**config.mk**
```make
export PLATFORM = sky130hd
export DESIGN_NAME = ahb_arbiter_param
export DESIGN_NICKNAME = d
export VERILOG_FILES = /design/src/rtl/ahb_arbiter_param.sv
export SDC_FILE = /design/constraint.sdc
export NUM_CORES = 1
export LEC_CHECK = 0
export CORE_MARGIN = 2
export CORE_UTILIZATION = 54
export DETAILED_ROUTE_END_ITERATION = 7
export GPL_TIMING_DRIVEN = 0
export PLACE_DENSITY = 0.93
export SETUP_SLACK_MARGIN = 0.02
export SYNTH_ARGS = -nofsm -noshare
export SYNTH_HDL_FRONTEND = slang
export SYNTH_SLANG_ARGS = --single-unit
```
**constraint.sdc**
```tcl
create_clock -name Hclk -period 3.55 [get_ports Hclk]
set_input_delay 0.5325 -clock Hclk [delete_from_list [all_inputs] [get_ports Hclk]]
set_output_delay 0.5325 -clock Hclk [all_outputs]
set_load 0.1 [all_outputs]
```
**src/rtl/ahb_arbiter_param.sv**
```systemverilog
`default_nettype none
// ============================================================================
// Module   : ahb_arbiter_param
// Purpose  : Parametrised AHB bus arbiter for NUM_MASTERS masters with a
//            selectable fixed-priority or round-robin policy. The grant is
//            held for the whole of a fixed-length burst (beats counted), for
//            an INCR burst while the owner keeps requesting, and for a locked
//            sequence while the owner keeps Hlock asserted. With no requests
//            the bus parks on DEFAULT_MASTER.
// Ports    : Hclk       in   bus clock
//            Hresetn    in   asynchronous active-low reset
//            Hreq       in   [NUM_MASTERS] bus request per master
//            Hlock      in   [NUM_MASTERS] locked-access request per master
//            Hready     in   transfer done / address phase accepted
//            Htrans     in   [2] owner's transfer type
//            Hburst     in   [3] owner's burst type
//            Hgrant     out  [NUM_MASTERS] one-hot grant, registered
//            Hmaster    out  [MW] address-phase owner index, registered
//            Hmastlock  out  current address phase is locked
// Revision : 1.0  initial release
// ============================================================================
module ahb_arbiter_param #(
    parameter int NUM_MASTERS    = 4,
    parameter int MW             = $clog2(NUM_MASTERS),
    parameter int DEFAULT_MASTER = 0,
    parameter int ROUND_ROBIN    = 1
) (
    input  logic                   Hclk,
    input  logic                   Hresetn,
    input  logic [NUM_MASTERS-1:0] Hreq,
    input  logic [NUM_MASTERS-1:0] Hlock,
    input  logic                   Hready,
    input  logic [1:0]             Htrans,
    input  logic [2:0]             Hburst,
    output logic [NUM_MASTERS-1:0] Hgrant,
    output logic [MW-1:0]          Hmaster,
    output logic                   Hmastlock
);

    localparam logic [1:0] c_htrans_busy   = 2'b01;
    localparam logic [1:0] c_htrans_nonseq = 2'b10;
    localparam logic [1:0] c_htrans_seq    = 2'b11;
    localparam logic [2:0] c_hburst_incr   = 3'b001;

    localparam logic [MW-1:0]          c_default_idx   = MW'(DEFAULT_MASTER);
    localparam logic [MW-1:0]          c_last_idx      = MW'(NUM_MASTERS - 1);
    localparam logic [NUM_MASTERS-1:0] c_grant_one     = NUM_MASTERS'(1);
    localparam logic [NUM_MASTERS-1:0] c_default_grant = c_grant_one << DEFAULT_MASTER;

    typedef enum logic [1:0] {
        ST_ARB   = 2'd0,
        ST_BURST = 2'd1,
        ST_INCR  = 2'd2,
        ST_LOCK  = 2'd3
    } state_t;

    state_t                 r_state;
    state_t                 w_state_nxt;
    logic [3:0]             r_beat_cnt;
    logic [3:0]             w_beat_nxt;
    logic [MW-1:0]          r_rr_ptr;
    logic [MW-1:0]          w_rr_ptr_nxt;
    logic [NUM_MASTERS-1:0] r_grant;
    logic [MW-1:0]          r_master;
    logic                   r_mastlock;

    logic [MW-1:0]          w_owner;
    logic                   w_owner_req;
    logic                   w_owner_lock;
    logic                   w_nonseq;
    logic                   w_fixed_burst;
    logic [3:0]             w_burst_last;
    logic                   w_rearb;
    logic                   w_win_valid;
    logic [MW-1:0]          w_win_idx;
    logic [NUM_MASTERS-1:0] w_arb_grant;

    // ------------------------------------------------------------------
    // Current owner is whoever holds the (always one-hot) grant.
    // ------------------------------------------------------------------
    always_comb begin
        w_owner = '0;
        for (int i = 0; i < NUM_MASTERS; i++) begin
            if (r_grant[i]) begin
                w_owner = MW'(i);
            end
        end
    end

    assign w_owner_req   = Hreq[w_owner];
    assign w_owner_lock  = Hlock[w_owner];
    assign w_nonseq      = (Htrans == c_htrans_nonseq);
    assign w_fixed_burst = (Hburst[2:1] != 2'b00);

    // Beats remaining after the NONSEQ of a 4/8/16-beat burst.
    always_comb begin
        case (Hburst[2:1])
            2'b01:   w_burst_last = 4'd3;
            2'b10:   w_burst_last = 4'd7;
            default: w_burst_last = 4'd15;
        endcase
    end

    // ------------------------------------------------------------------
    // Winner selection. Only consumed on a re-arbitration edge.
    // ------------------------------------------------------------------
    generate
        if (ROUND_ROBIN != 0) begin : g_rr
            always_comb begin
                int idx;
                w_win_valid = 1'b0;
                w_win_idx   = c_default_idx;
                idx         = 0;
                // Search upward from the pointer, wrapping at the top index.
                for (int k = 0; k < NUM_MASTERS; k++) begin
                    idx = int'(r_rr_ptr) + k;
                    if (idx >= NUM_MASTERS) begin
                        idx = idx - NUM_MASTERS;
                    end
                    if (!w_win_valid && Hreq[idx[MW-1:0]]) begin
                        w_win_valid = 1'b1;
                        w_win_idx   = idx[MW-1:0];
                    end
                end
            end

            // Pointer moves past a winner that really requested; a park
            // leaves it alone.
            always_comb begin
                w_rr_ptr_nxt = r_rr_ptr;
                if (w_win_valid) begin
                    w_rr_ptr_nxt = (w_win_idx == c_last_idx) ? '0 : w_win_idx + 1'b1;
                end
            end
        end else begin : g_fp
            always_comb begin
                w_win_valid = 1'b0;
                w_win_idx   = c_default_idx;
                // Scan downward so the lowest requesting index is kept.
                for (int i = NUM_MASTERS - 1; i >= 0; i--) begin
                    if (Hreq[i]) begin
                        w_win_valid = 1'b1;
                        w_win_idx   = MW'(i);
                    end
                end
            end

            always_comb begin
                w_rr_ptr_nxt = r_rr_ptr;
            end
        end
    endgenerate

    assign w_arb_grant = w_win_valid ? (c_grant_one << w_win_idx) : c_default_grant;

    // ------------------------------------------------------------------
    // Grant-holding state machine: next state and re-arbitration request.
    // ------------------------------------------------------------------
    always_comb begin
        w_state_nxt = r_state;
        w_beat_nxt  = r_beat_cnt;
        w_rearb     = 1'b0;
        case (r_state)
            ST_ARB: begin
                // A locked NONSEQ takes the lock path even if it is a burst.
                if (w_nonseq && w_owner_lock) begin
                    w_state_nxt = ST_LOCK;
                end else if (w_nonseq && w_fixed_burst) begin
                    w_state_nxt = ST_BURST;
                    w_beat_nxt  = w_burst_last;
                end else if (w_nonseq && (Hburst == c_hburst_incr)) begin
                    w_state_nxt = ST_INCR;
                end else begin
                    w_rearb = 1'b1;
                end
            end
            ST_BURST: begin
                if (Htrans == c_htrans_seq) begin
                    if (r_beat_cnt <= 4'd1) begin
                        // Last beat accepted: hand the bus on this edge.
                        w_rearb     = 1'b1;
                        w_beat_nxt  = 4'd0;
                        w_state_nxt = ST_ARB;
                    end else begin
                        w_beat_nxt = r_beat_cnt - 4'd1;
                    end
                end else if (Htrans != c_htrans_busy) begin
                    // IDLE or NONSEQ mid-burst ends the burst early.
                    w_rearb     = 1'b1;
                    w_beat_nxt  = 4'd0;
                    w_state_nxt = ST_ARB;
                end
            end
            ST_INCR: begin
                if (!w_owner_req) begin
                    w_rearb     = 1'b1;
                    w_state_nxt = ST_ARB;
                end
            end
            ST_LOCK: begin
                if (!w_owner_lock) begin
                    w_rearb     = 1'b1;
                    w_state_nxt = ST_ARB;
                end
            end
            default: begin
                w_rearb     = 1'b1;
                w_state_nxt = ST_ARB;
            end
        endcase
    end

    // ------------------------------------------------------------------
    // State register. Everything advances only on accepted phases.
    // ------------------------------------------------------------------
    always_ff @(posedge Hclk or negedge Hresetn) begin
        if (!Hresetn) begin
            r_state    <= ST_ARB;
            r_beat_cnt <= 4'd0;
            r_rr_ptr   <= '0;
            r_grant    <= c_default_grant;
            r_master   <= c_default_idx;
            r_mastlock <= 1'b0;
        end else if (Hready) begin
            r_state    <= w_state_nxt;
            r_beat_cnt <= w_beat_nxt;
            if (w_rearb) begin
                r_grant  <= w_arb_grant;
                r_rr_ptr <= w_rr_ptr_nxt;
            end
            // Data-phase view trails the grant by one accepted phase.
            r_master   <= w_owner;
            r_mastlock <= w_owner_lock;
        end
    end

    assign Hgrant    = r_grant;
    assign Hmaster   = r_master;
    assign Hmastlock = r_mastlock;

endmodule
`default_nettype wire

```
# Yosys cells after proc, flatten, opt, wreduce, memory -nomap -nowiden
# Index checks and enable logic that the tools add are counted.
classes:
  muxes: 54
  order_cmp: 10
  n_eq_ne: 17
  reduce_logical: 16
  n_addsub: 9
  n_shift: 1
op_table:
  columns: ["operator", "n"]
  rows:
  - ["two-way mux 2 bit", 19]
  - ["two-way mux 4 bit", 6]
  - ["two-way mux 1 bit", 19]
  - ["one-hot mux 4 bit (2 select lines)", 2]
  - ["less-than comparator 2 x 3 -> 1 bit (second input constant)", 5]
  - ["binary-select mux 1 bit (select 2 bit)", 6]
  - ["equality test 2 bit (second input constant)", 6]
  - ["greater-or-equal comparator 3 bit (second input constant)", 3]
  - ["!= test 2 bit (second input constant)", 4]
  - ["one-hot mux 2 bit (4 select lines)", 1]
  - ["subtractor 2 x 1 -> 2 bit (second input constant)", 4]
  - ["adder 2 x 2 -> 3 bit (second input constant)", 2]
  - ["logical AND 1 bit", 6]
  - ["!= test 3 bit (second input constant)", 2]
  - ["AND reduction 6 bit", 1]
  - ["AND reduction 5 bit", 1]
  - ["equality test 2 x 1 -> 1 bit (second input constant)", 2]
  - ["less-or-equal comparator 4 x 1 -> 1 bit (second input constant)", 1]
  - ["!= test 4 bit (second input constant)", 1]
  - ["one-hot mux 1 bit (4 select lines)", 1]
  - ["nonzero test 2 bit", 2]
  - ["left shift 1 x 2 -> 4 bit (first input constant)", 1]
  - ["subtractor 4 x 1 -> 4 bit (second input constant)", 1]
  - ["adder 2 x 1 -> 3 bit (second input constant)", 1]
  - ["8 further kinds", 10]
word_totals:
  register_bits: 15
  wordCells: 113
  out_inout_bits: 7
  inputBits: 16

# Depth between registers and ports, before layout
# Gate-level depths: netlist (run 1).
depth:
  depth_word: 16
  ltp_mapped: 7
  ltp_nobuf: 7

# Worst setup path before layout (run 1)
# OpenSTA, ideal clock, no wires.
synth_path:
  path_type: "reg2reg"
  start: "register r_grant[1], in the netlist Hgrant[1]"
  end: "register r_rr_ptr[1]"
  n_path_buf: 0
  setup_ps: 128
  stages_incl_launch_ff: 6
  arrival_time_ps: 2355
  required_time_ps: 3422
  path_slack_ps: 1067
  synth_period_minus_slack_ps: 2483
  path_cell_list: "dfrtp_1 -> mux2_4 -> a221o_1 -> o311ai_4 -> o211ai_2 -> mux2_1"
synth_via:
  elab_chain_cells: 9
  word_cells_on_any_way: 13
  classes_between: "mux (11); reduce/logical (2)"
synth_lines:
  columns: ["element", "line", "text"]
  rows:
  - ["from (decl)", "63", "logic [NUM_MASTERS-1:0] r_grant;"]
  - ["from (signal assigned)", "221", "r_grant <= c_default_grant;"]
  - ["from (signal assigned)", "228", "r_grant <= w_arb_grant;"]
  - ["two-way mux 1 bit *", "84", "if (r_grant[i]) begin"]
  - ["two-way mux 2 bit * (2 in series)", "84", null]
  - ["binary-select mux 1 bit (select 2 bit)", "91", "assign w_owner_lock = Hlock[w_owner];"]
  - ["two-way mux 1 bit (implied by the code)", "91", null]
  - ["logical AND 1 bit", "166", "if (w_nonseq && w_owner_lock) begin"]
  - ["two-way mux 1 bit", "166", null]
  - ["one-hot mux 1 bit (4 select lines) *", "163", "case (r_state)"]
  - ["AND reduction 3 bit (no line) *", null, null]
  - ["to (signal assigned)", "229", "r_rr_ptr <= w_rr_ptr_nxt;"]
  - ["to (decl)", "61", "logic [MW-1:0] r_rr_ptr;"]
# Mark *: on every way between the ends. The rest lies on a longest branch, timed or not. The select of a mux whose other input is x is not followed.
# A chain may end at the register's enable or synchronous reset.

# Final worst setup path (run 1)
layout_path:
  start: "register r_grant[3], in the netlist Hgrant[3]"
  end: "output Hgrant[3]"
layout_rtl:
  columns: ["element", "line", "text"]
  rows:
  - ["to (decl)", "35", "output logic [NUM_MASTERS-1:0] Hgrant,"]
# No word-level cell between the ends.

==> flow_results.xml, run 1 <==
<?xml version="1.0" encoding="UTF-8"?>
<metrics>
  <group name="outcome">
    <metric name="result_of_the_run" unit="">finished, final reports clean</metric>
  </group>
  <group name="detailed_routing">
    <metric name="post_drt_via_cell_ratio" unit="">6.012</metric>
    <metric name="drt_first_iter_violations" unit="">39</metric>
    <metric name="drt_wl_total" unit="µm">2717</metric>
    <metric name="route.vias.total" unit="">1040</metric>
    <metric name="detail-route-antenna-nets" unit="">0</metric>
    <metric name="route.detailed.drc" unit="">0</metric>
    <metric name="wl_per_cell" unit="µm">15.71</metric>
    <metric name="drtPass1Iterations" unit="">4</metric>
  </group>
  <group name="cells_and_area">
    <metric name="antenna_cells_inserted" unit="">0</metric>
    <metric name="area.growth.synth_to_final" unit="%">24.05</metric>
    <metric name="layoutNonFillerInstCount" unit="">173</metric>
    <metric name="layout-drive-gt1-share" unit="%">11.64</metric>
    <metric name="design.final.nets" unit="">171</metric>
  </group>
  <group name="clocking">
    <metric name="tritoncts_clock_tree" unit="">done</metric>
    <metric name="clock_path_buffers" unit="">2</metric>
    <metric name="cts_clock_pin_slew_for_the_worst_setup_and_hold_paths" unit="ns">0.09</metric>
    <metric name="cts.repair_timing.setup_buffer_count" unit="">0</metric>
    <metric name="clkSinkCount" unit="">15</metric>
    <metric name="cts_made_buffers" unit="">3</metric>
    <metric name="cts.hold.buffers_added" unit="">0</metric>
    <metric name="clkLatencyLatePin" unit="ns">0.29</metric>
    <metric name="cts_repair_resize_count" unit="">0</metric>
    <metric name="clock_tree.root_cell" unit="">sky130_fd_sc_hd__clkbuf_4</metric>
    <metric name="htreeDepth" unit="">1</metric>
  </group>
  <group name="pwr">
    <metric name="vdd_ir_drop_max" unit="µV">792.3</metric>
    <metric name="power_density" unit="nW/µm²">925.5</metric>
    <metric name="power.leakage" unit="nW">0.6153</metric>
    <metric name="p_total" unit="mW">1.290</metric>
  </group>
  <group name="synthesis">
    <metric name="cell_count_after_synthesis" unit="">121</metric>
    <metric name="synthesis.area_per_instance" unit="µm²">9.286</metric>
    <metric name="part_of_the_yosys_area_used_for_sequential_elements" unit="%">33.52</metric>
    <metric name="synth_area" unit="µm²">1124</metric>
    <metric name="netlist.top_cell.by_area" unit="">sky130_fd_sc_hd__dfrtp_1</metric>
    <metric name="synthDominantCellAreaShare" unit="%">31.18</metric>
    <metric name="ys_warn_count" unit="">0</metric>
    <metric name="postSynthNetCount" unit="">145</metric>
    <metric name="netlist_top_cells_area" unit="">sky130_fd_sc_hd__dfrtp_1, sky130_fd_sc_hd__ha_1, sky130_fd_sc_hd__inv_1</metric>
    <metric name="synth.distinct_cells" unit="">44</metric>
    <metric name="yosys_register_bits" unit="">15</metric>
  </group>
  <group name="timing">
    <metric name="timing.final.crit_share" unit="%">71.00</metric>
    <metric name="fin_setup_tns" unit="ns">0</metric>
    <metric name="finalClockSkew" unit="ns">0.003852</metric>
    <metric name="fmax" unit="MHz">396.8</metric>
    <metric name="timing.final.crit_period" unit="ns">2.520</metric>
    <metric name="setup_failing_eps_final" unit="">0</metric>
    <metric name="normalized_max_slew_margin" unit="%">34.82</metric>
    <metric name="rsz0062_at_grt" unit="">false</metric>
    <metric name="fin_hold_ws" unit="ns">0.5392</metric>
    <metric name="timing.final.max_slew_violations" unit="">0</metric>
    <metric name="fin_ws" unit="ns">1.030</metric>
    <metric name="final-hold-violation-count" unit="">0</metric>
    <metric name="worst_slew_pin_slew" unit="ns">0.9747</metric>
  </group>
  <group name="placement">
    <metric name="dp.final_hpwl" unit="µm">2082</metric>
    <metric name="gpl.final_weighted_congestion" unit="">0.8508</metric>
    <metric name="port_buffers" unit="">21</metric>
    <metric name="dp.cells" unit="">169</metric>
    <metric name="post-place-ws" unit="ns">0.9540</metric>
  </group>
  <group name="global_route">
    <metric name="maximum_number_of_pins_on_one_net_before_global_route_repair" unit="">16</metric>
    <metric name="antenna_found_initial" unit="">0</metric>
    <metric name="first_global_vias" unit="">1071</metric>
    <metric name="grt_remaining_overflow" unit="">0</metric>
    <metric name="gr-usage-all-layers" unit="%">25.21</metric>
    <metric name="grt_pass1_wl" unit="µm">4692</metric>
  </group>
  <group name="die">
    <metric name="core-area" unit="µm²">1962</metric>
    <metric name="die_h" unit="µm">49.62</metric>
    <metric name="fp.dieW" unit="µm">49.62</metric>
    <metric name="num_io_pins" unit="">23</metric>
    <metric name="placement_rows" unit="">16</metric>
    <metric name="initial_core_util" unit="%">57.27</metric>
    <metric name="die_area" unit="µm²">2462</metric>
  </group>
  <group name="worst_setup_path">
    <metric name="critPathMaxFanout" unit="">8</metric>
    <metric name="cp_top_family" unit="">buffers and inverters</metric>
    <metric name="timing.critical_path.from_type" unit="">register</metric>
    <metric name="critical_path.cell_chain" unit="">clkdlybuf4s50_1</metric>
    <metric name="crit_path_max_incr_delay" unit="ns">1.19</metric>
    <metric name="timing_worst_setup_path_type" unit="">reg2out</metric>
    <metric name="required" unit="ns">3.02</metric>
    <metric name="cp_slowest_cell" unit="">sky130_fd_sc_hd__clkdlybuf4s50_1</metric>
    <metric name="timing.critical_path.buf_inv" unit="">1</metric>
    <metric name="crit_arrival" unit="ns">1.99</metric>
    <metric name="timing.critical_path.to_type" unit="">output pin</metric>
  </group>
  <group name="min_path">
    <metric name="worst_hold_class" unit="">reg2reg</metric>
  </group>
  <group name="job">
    <metric name="max_cap_viol_count" unit="">0</metric>
  </group>
</metrics>
## path summary, 6_finish.rpt
kind | startpoint | end | slack, ns | depth (start not counted)
max in group asynchronous | Hresetn | r_beat_cnt[1] | 2.49 | 1
hold reg to reg | Hmaster[0] | Hmaster[0] | 0.54 | 2
setup / recovery | Hgrant[3] | Hgrant[3] | 1.03 | 1
setup reg to reg | Hgrant[1] | Hgrant[0] | 1.48 | 5
hold / removal | Hmaster[0] | Hmaster[0] | 0.54 | 2
min in group asynchronous | Hresetn | Hgrant[3] | 0.64 | 1
## power breakdown
part	leakage, nW	internal (mW)	switching (mW)	total [mW]
Sequential	0.178	0.256	0.0756	0.331
Combinational	0.422	0.290	0.569	0.859
Clock	0.0150	0.0437	0.0561	0.0998
Total	0.615	0.589	0.701	1.29
## cell type report
| cell class | instances | area [µm²] |
|---|---|---|
| Timing Repair Buffer | 21 | 210.2 |
| Fill cell | 163 | 568.0 |
| Tap cell | 27 | 33.78 |
| Inverter | 17 | 63.81 |
| Sequential cell | 15 | 376.6 |
| Buffer | 3 | 13.76 |
| Multi-Input combinational cell | 86 | 669.4 |
| Clock buffer | 4 | 26.28 |
## routing by layer
metal	vias to the layer above	routed length, µm	GRT usage (%)
met4	0	31	14.81
met2	53	1447	42.89
li1	489	-	-
met3	4	196	6.061
met1	494	1041	28.43
met5	-	0	0
## cell usage in the layout, fill, tap and decap left out, drive strengths merged, types with 2 or more instances in the layout
cell type      count
nor3b              2
nand2              7
a221oi             2
a21oi             10
ha                 8
nand4              2
o21ai              7
nand2b             3
inv               17
nor3               2
mux2               6
o211ai             4
nor2               7
buf                2
mux2i              5
clkbuf             5
o22ai              2
dfrtp             14
clkdlybuf4s50     21
## sequential cells by signal, indices dropped and copies added, names as in the netlist
| name | cells |
|---|---|
| r_beat_cnt | 4 |
| Hgrant | 4 |
| r_rr_ptr | 2 |
| r_state | 2 |
| Hmaster | 2 |
| Hmastlock | 1 |
## synth_stat cells (all sizes together)
| cell type | number |
|---|---|
| a221o | 1 |
| buf | 2 |
| nor2b | 1 |
| nand2 | 7 |
| mux2i | 5 |
| or3b | 1 |
| nor3b | 2 |
| and3 | 1 |
| a22oi | 1 |
| nor2 | 7 |
| o211ai | 4 |
| and3b | 1 |
| nor3 | 2 |
| nand4 | 2 |
| dfrtp | 14 |
| o22a | 1 |
| o2bb2ai | 1 |
| o31ai | 1 |
| a21oi | 10 |
| o311ai | 1 |
| a2bb2oi | 1 |
| dfstp | 1 |
| o22ai | 2 |
| ha | 8 |
| o21bai | 1 |
| o21ai | 7 |
| o32a | 1 |
| a211oi | 1 |
| o2111ai | 1 |
| inv | 17 |
| clkbuf | 1 |
| a32o | 1 |
| nand3 | 1 |
| mux2 | 6 |
| a221oi | 2 |
| or4 | 1 |
| nand2b | 3 |
| o21a | 1 |
## through the flow
| step | utilization, % | instance area (µm²) |
|---|---|---|
| finish | 71.05 | 1394 |
| global route | 71.05 | 1394 |
| CTS | 71.05 | 1394 |
| detailed placement | 69.71 | 1368 |
| global placement | 69.71 | 1368 |
| floorplan | - | 1124 |
## logic make-up (layout without fill, tap and decap cells)
logic type	after synthesis	in the layout	synth area share, %
adder cells (fa/ha/maj)	8	8	8.909
multiplexers	11	11	11.14
flip-flops	15	15	33.52
buffers and inverters	20	45	6.904
AO/OA/AOI/OAI	38	38	26.06
AND/OR/NAND/NOR	29	29	13.48
Power figures use the tool's default switching activity.
==> run 2, diff against run 1 <==
--- a/config.mk
+++ b/config.mk
@@ -6,10 +6,10 @@
 export NUM_CORES = 1
 export LEC_CHECK = 0
 export CORE_MARGIN = 2
-export CORE_UTILIZATION = 54
+export CORE_UTILIZATION = 45
 export DETAILED_ROUTE_END_ITERATION = 7
 export GPL_TIMING_DRIVEN = 0
-export PLACE_DENSITY = 0.93
+export PLACE_DENSITY = 0.84
 export SETUP_SLACK_MARGIN = 0.02
 export SYNTH_ARGS = -nofsm -noshare
 export SYNTH_HDL_FRONTEND = slang
==> constraint.sdc (replaced) <==
create_clock -name Hclk -period 2 [get_ports Hclk]
set_input_delay 0.3 -clock Hclk [delete_from_list [all_inputs] [get_ports Hclk]]
set_output_delay 0.3 -clock Hclk [all_outputs]
set_load 0.1 [all_outputs]
==> flow_results.xml, run 2 (synthesis results as in run 1) <==
<?xml version="1.0" encoding="UTF-8"?>
<metrics>
  <group name="clocking">
    <metric name="clkSinkCount" unit="">15</metric>
    <metric name="clock_tree.root_cell" unit="">sky130_fd_sc_hd__clkbuf_4</metric>
    <metric name="cts_clock_pin_slew_for_the_worst_setup_and_hold_paths" unit="ns">0.09</metric>
    <metric name="cts_made_buffers" unit="">3</metric>
    <metric name="clock_path_buffers" unit="">2</metric>
    <metric name="clkLatencyLatePin" unit="ns">0.29</metric>
    <metric name="cts.hold.buffers_added" unit="">0</metric>
    <metric name="tritoncts_clock_tree" unit="">done</metric>
    <metric name="htreeDepth" unit="">1</metric>
  </group>
  <group name="timing">
    <metric name="normalized_max_slew_margin" unit="%">36.06</metric>
    <metric name="final-hold-violation-count" unit="">0</metric>
    <metric name="finalClockSkew" unit="ns">0.01192</metric>
    <metric name="rsz0062_at_grt" unit="">true</metric>
    <metric name="timing.final.max_slew_violations" unit="">0</metric>
    <metric name="timing.final.crit_share" unit="%">101.6</metric>
    <metric name="fin_ws" unit="ns">-0.03286</metric>
    <metric name="fmax" unit="MHz">491.9</metric>
    <metric name="timing.final.crit_period" unit="ns">2.033</metric>
    <metric name="worst_slew_pin_slew" unit="ns">0.9629</metric>
    <metric name="setup_failing_eps_final" unit="">2</metric>
  </group>
  <group name="detailed_routing">
    <metric name="wl_per_cell" unit="µm">15.38</metric>
    <metric name="drt_wl_total" unit="µm">2737</metric>
    <metric name="post_drt_via_cell_ratio" unit="">5.787</metric>
    <metric name="route.detailed.drc" unit="">0</metric>
    <metric name="drt_first_iter_violations" unit="">15</metric>
    <metric name="drtPass1Iterations" unit="">4</metric>
    <metric name="detail-route-antenna-nets" unit="">0</metric>
    <metric name="route.vias.total" unit="">1030</metric>
  </group>
  <group name="placement">
    <metric name="post-place-ws" unit="ns">-0.3749</metric>
    <metric name="dp.final_hpwl" unit="µm">2047</metric>
    <metric name="dp.cells" unit="">172</metric>
    <metric name="gpl.final_weighted_congestion" unit="">0.9016</metric>
    <metric name="port_buffers" unit="">21</metric>
  </group>
  <group name="pwr">
    <metric name="power.leakage" unit="nW">0.6462</metric>
    <metric name="vdd_ir_drop_max" unit="µV">1493</metric>
    <metric name="power_density" unit="nW/µm²">1636</metric>
  </group>
  <group name="global_route">
    <metric name="use_met1" unit="%">23.04</metric>
    <metric name="grt_remaining_overflow" unit="">0</metric>
    <metric name="gr-usage-all-layers" unit="%">21.44</metric>
    <metric name="antenna_found_initial" unit="">0</metric>
    <metric name="first_global_vias" unit="">1032</metric>
    <metric name="met2_usage" unit="%">40.24</metric>
    <metric name="maximum_number_of_pins_on_one_net_before_global_route_repair" unit="">16</metric>
    <metric name="global_routing_met3_resource_utilization" unit="%">3.611</metric>
    <metric name="grt_pass1_wl" unit="µm">4436</metric>
    <metric name="gr-max-usage-layer" unit="">met2</metric>
  </group>
  <group name="outcome">
    <metric name="result_of_the_run" unit="">complete, but fails checks</metric>
    <metric name="violations_in_the_final_reports" unit="">setup timing</metric>
  </group>
  <group name="min_path">
    <metric name="worst_hold_class" unit="">in2reg</metric>
  </group>
  <group name="die">
    <metric name="placement_rows" unit="">18</metric>
    <metric name="core-area" unit="µm²">2410</metric>
    <metric name="die_area" unit="µm²">2913</metric>
    <metric name="initial_core_util" unit="%">46.63</metric>
    <metric name="die_h" unit="µm">53.97</metric>
    <metric name="fp.dieW" unit="µm">53.97</metric>
    <metric name="num_io_pins" unit="">23</metric>
  </group>
  <group name="cells_and_area">
    <metric name="layout.cells.most_common" unit="">sky130_fd_sc_hd__inv_1</metric>
    <metric name="final_cell_mix" unit="">sky130_fd_sc_hd__inv_1, sky130_fd_sc_hd__clkdlybuf4s50_1, sky130_fd_sc_hd__dfrtp_1, sky130_fd_sc_hd__a21oi_1, sky130_fd_sc_hd__ha_1</metric>
    <metric name="antenna_cells_inserted" unit="">0</metric>
    <metric name="area.growth.synth_to_final" unit="%">28.06</metric>
    <metric name="layout-drive-gt1-share" unit="%">18.92</metric>
    <metric name="layoutNonFillerInstCount" unit="">178</metric>
    <metric name="filler_cell_count" unit="">200</metric>
    <metric name="design.final.nets" unit="">173</metric>
    <metric name="seqCellArea" unit="µm²">387.9</metric>
    <metric name="multi_input_comb_area" unit="µm²">696.9</metric>
  </group>
  <group name="worst_setup_path">
    <metric name="required" unit="ns">2.18</metric>
    <metric name="timing.critical_path.to_type" unit="">register</metric>
    <metric name="timing_worst_setup_path_type" unit="">reg2reg</metric>
    <metric name="critPathMaxFanout" unit="">3</metric>
    <metric name="crit_arrival" unit="ns">2.22</metric>
    <metric name="timing.critical_path.from_type" unit="">register</metric>
  </group>
  <group name="job">
    <metric name="max_cap_viol_count" unit="">0</metric>
  </group>
</metrics>
==> run 2: cell count changes in the layout (fill, tap and decap cells not counted), sizes merged <==
| cell | before | now |
|---|---|---|
| clkdlybuf4s50 | 21 | 12 |
| clkdlybuf4s15 | 0 | 1 |
| dlygate4sd2 | 0 | 7 |
| buf | 2 | 4 |
| clkbuf | 5 | 6 |
==> run 2: routing by layer <==
metal	vias to the layer above	part of all wire, %
met5	-	0
met4	0	2.4
met3	9	3.3
met2	26	53
met1	495	42
li1	500	-
==> run 2: layout make-up <==
type	count	share of cell area [%]
Buffer	3	0.9565
Clock buffer	4	1.826
Inverter	17	4.435
Multi-Input combinational cell	86	48.43
Sequential cell	15	26.96
Tap cell	30	2.609
Timing Repair Buffer	23	14.78
==> run 2: final timing paths <==
| kind | startpoint | endpoint | slack, ns | cells after the start |
|---|---|---|---|---|
| setup reg to reg | Hgrant[1] | r_rr_ptr[1] | -0.03 | 5 |
| hold reg to reg | Hmastlock | Hmastlock | 0.51 | 1 |
| hold / removal | Hready | Hmaster[1] | 0.34 | 2 |
| max in group asynchronous | Hresetn | Hgrant[2] | 1.06 | 1 |
| min in group asynchronous | Hresetn | r_beat_cnt[2] | 0.42 | 1 |
| setup / recovery | Hgrant[1] | r_rr_ptr[1] | -0.03 | 5 |
==> run 2: worst max-delay path, cell delays in order (launching register included) <==
cell	delay (ns)
sky130_fd_sc_hd__dfrtp_4	0.51
sky130_fd_sc_hd__mux2_4	0.30
sky130_fd_sc_hd__a221o_1	0.36
sky130_fd_sc_hd__o311ai_4	0.30
sky130_fd_sc_hd__o211ai_2	0.16
sky130_fd_sc_hd__mux2_4	0.32
==> run 2: repair_timing <==
item / in CTS / in global routing
pin swaps: 3 / 2
setup endpoints to repair: 12 / 9
buffers inserted: 2 / 0
resized for setup: 15 / 4
==> run 2: per-stage QoR <==
| step | setup TNS, ns | power, mW | cell area [µm²] | util [%] | hold WS (ns) |
|---|---|---|---|---|---|
| floorplan | -0.2041 | 1.767 | 1135 | - | 0.004409 |
| global placement | -1.571 | 2.051 | 1383 | 57.37 | 0.4902 |
| detailed placement | -2.188 | 2.115 | 1383 | 57.37 | 0.4952 |
| CTS | -0.1362 | 2.339 | 1436 | 59.61 | 0.3206 |
| global route | -0.1539 | 2.498 | 1439 | 59.71 | 0.3459 |
| finish | -0.03696 | 2.354 | 1439 | 59.71 | 0.3372 |
==> run 2: where the power goes <==
part	switching (mW)	internal [mW]	total, mW
sequential	0.135	0.472	0.607
combinational	1.04	0.530	1.57
clock	0.0982	0.0775	0.176
total	1.27	1.08	2.35
==> run 3, diff against run 2 <==
--- a/config.mk
+++ b/config.mk
@@ -5,6 +5,7 @@
 export SDC_FILE = /design/constraint.sdc
 export NUM_CORES = 1
 export LEC_CHECK = 0
+export CAP_MARGIN = 10
 export CORE_MARGIN = 2
 export CORE_UTILIZATION = 45
 export DETAILED_ROUTE_END_ITERATION = 7
==> results of run 3 <==
Final layout, timing and power as in run 2 (identical DEF).
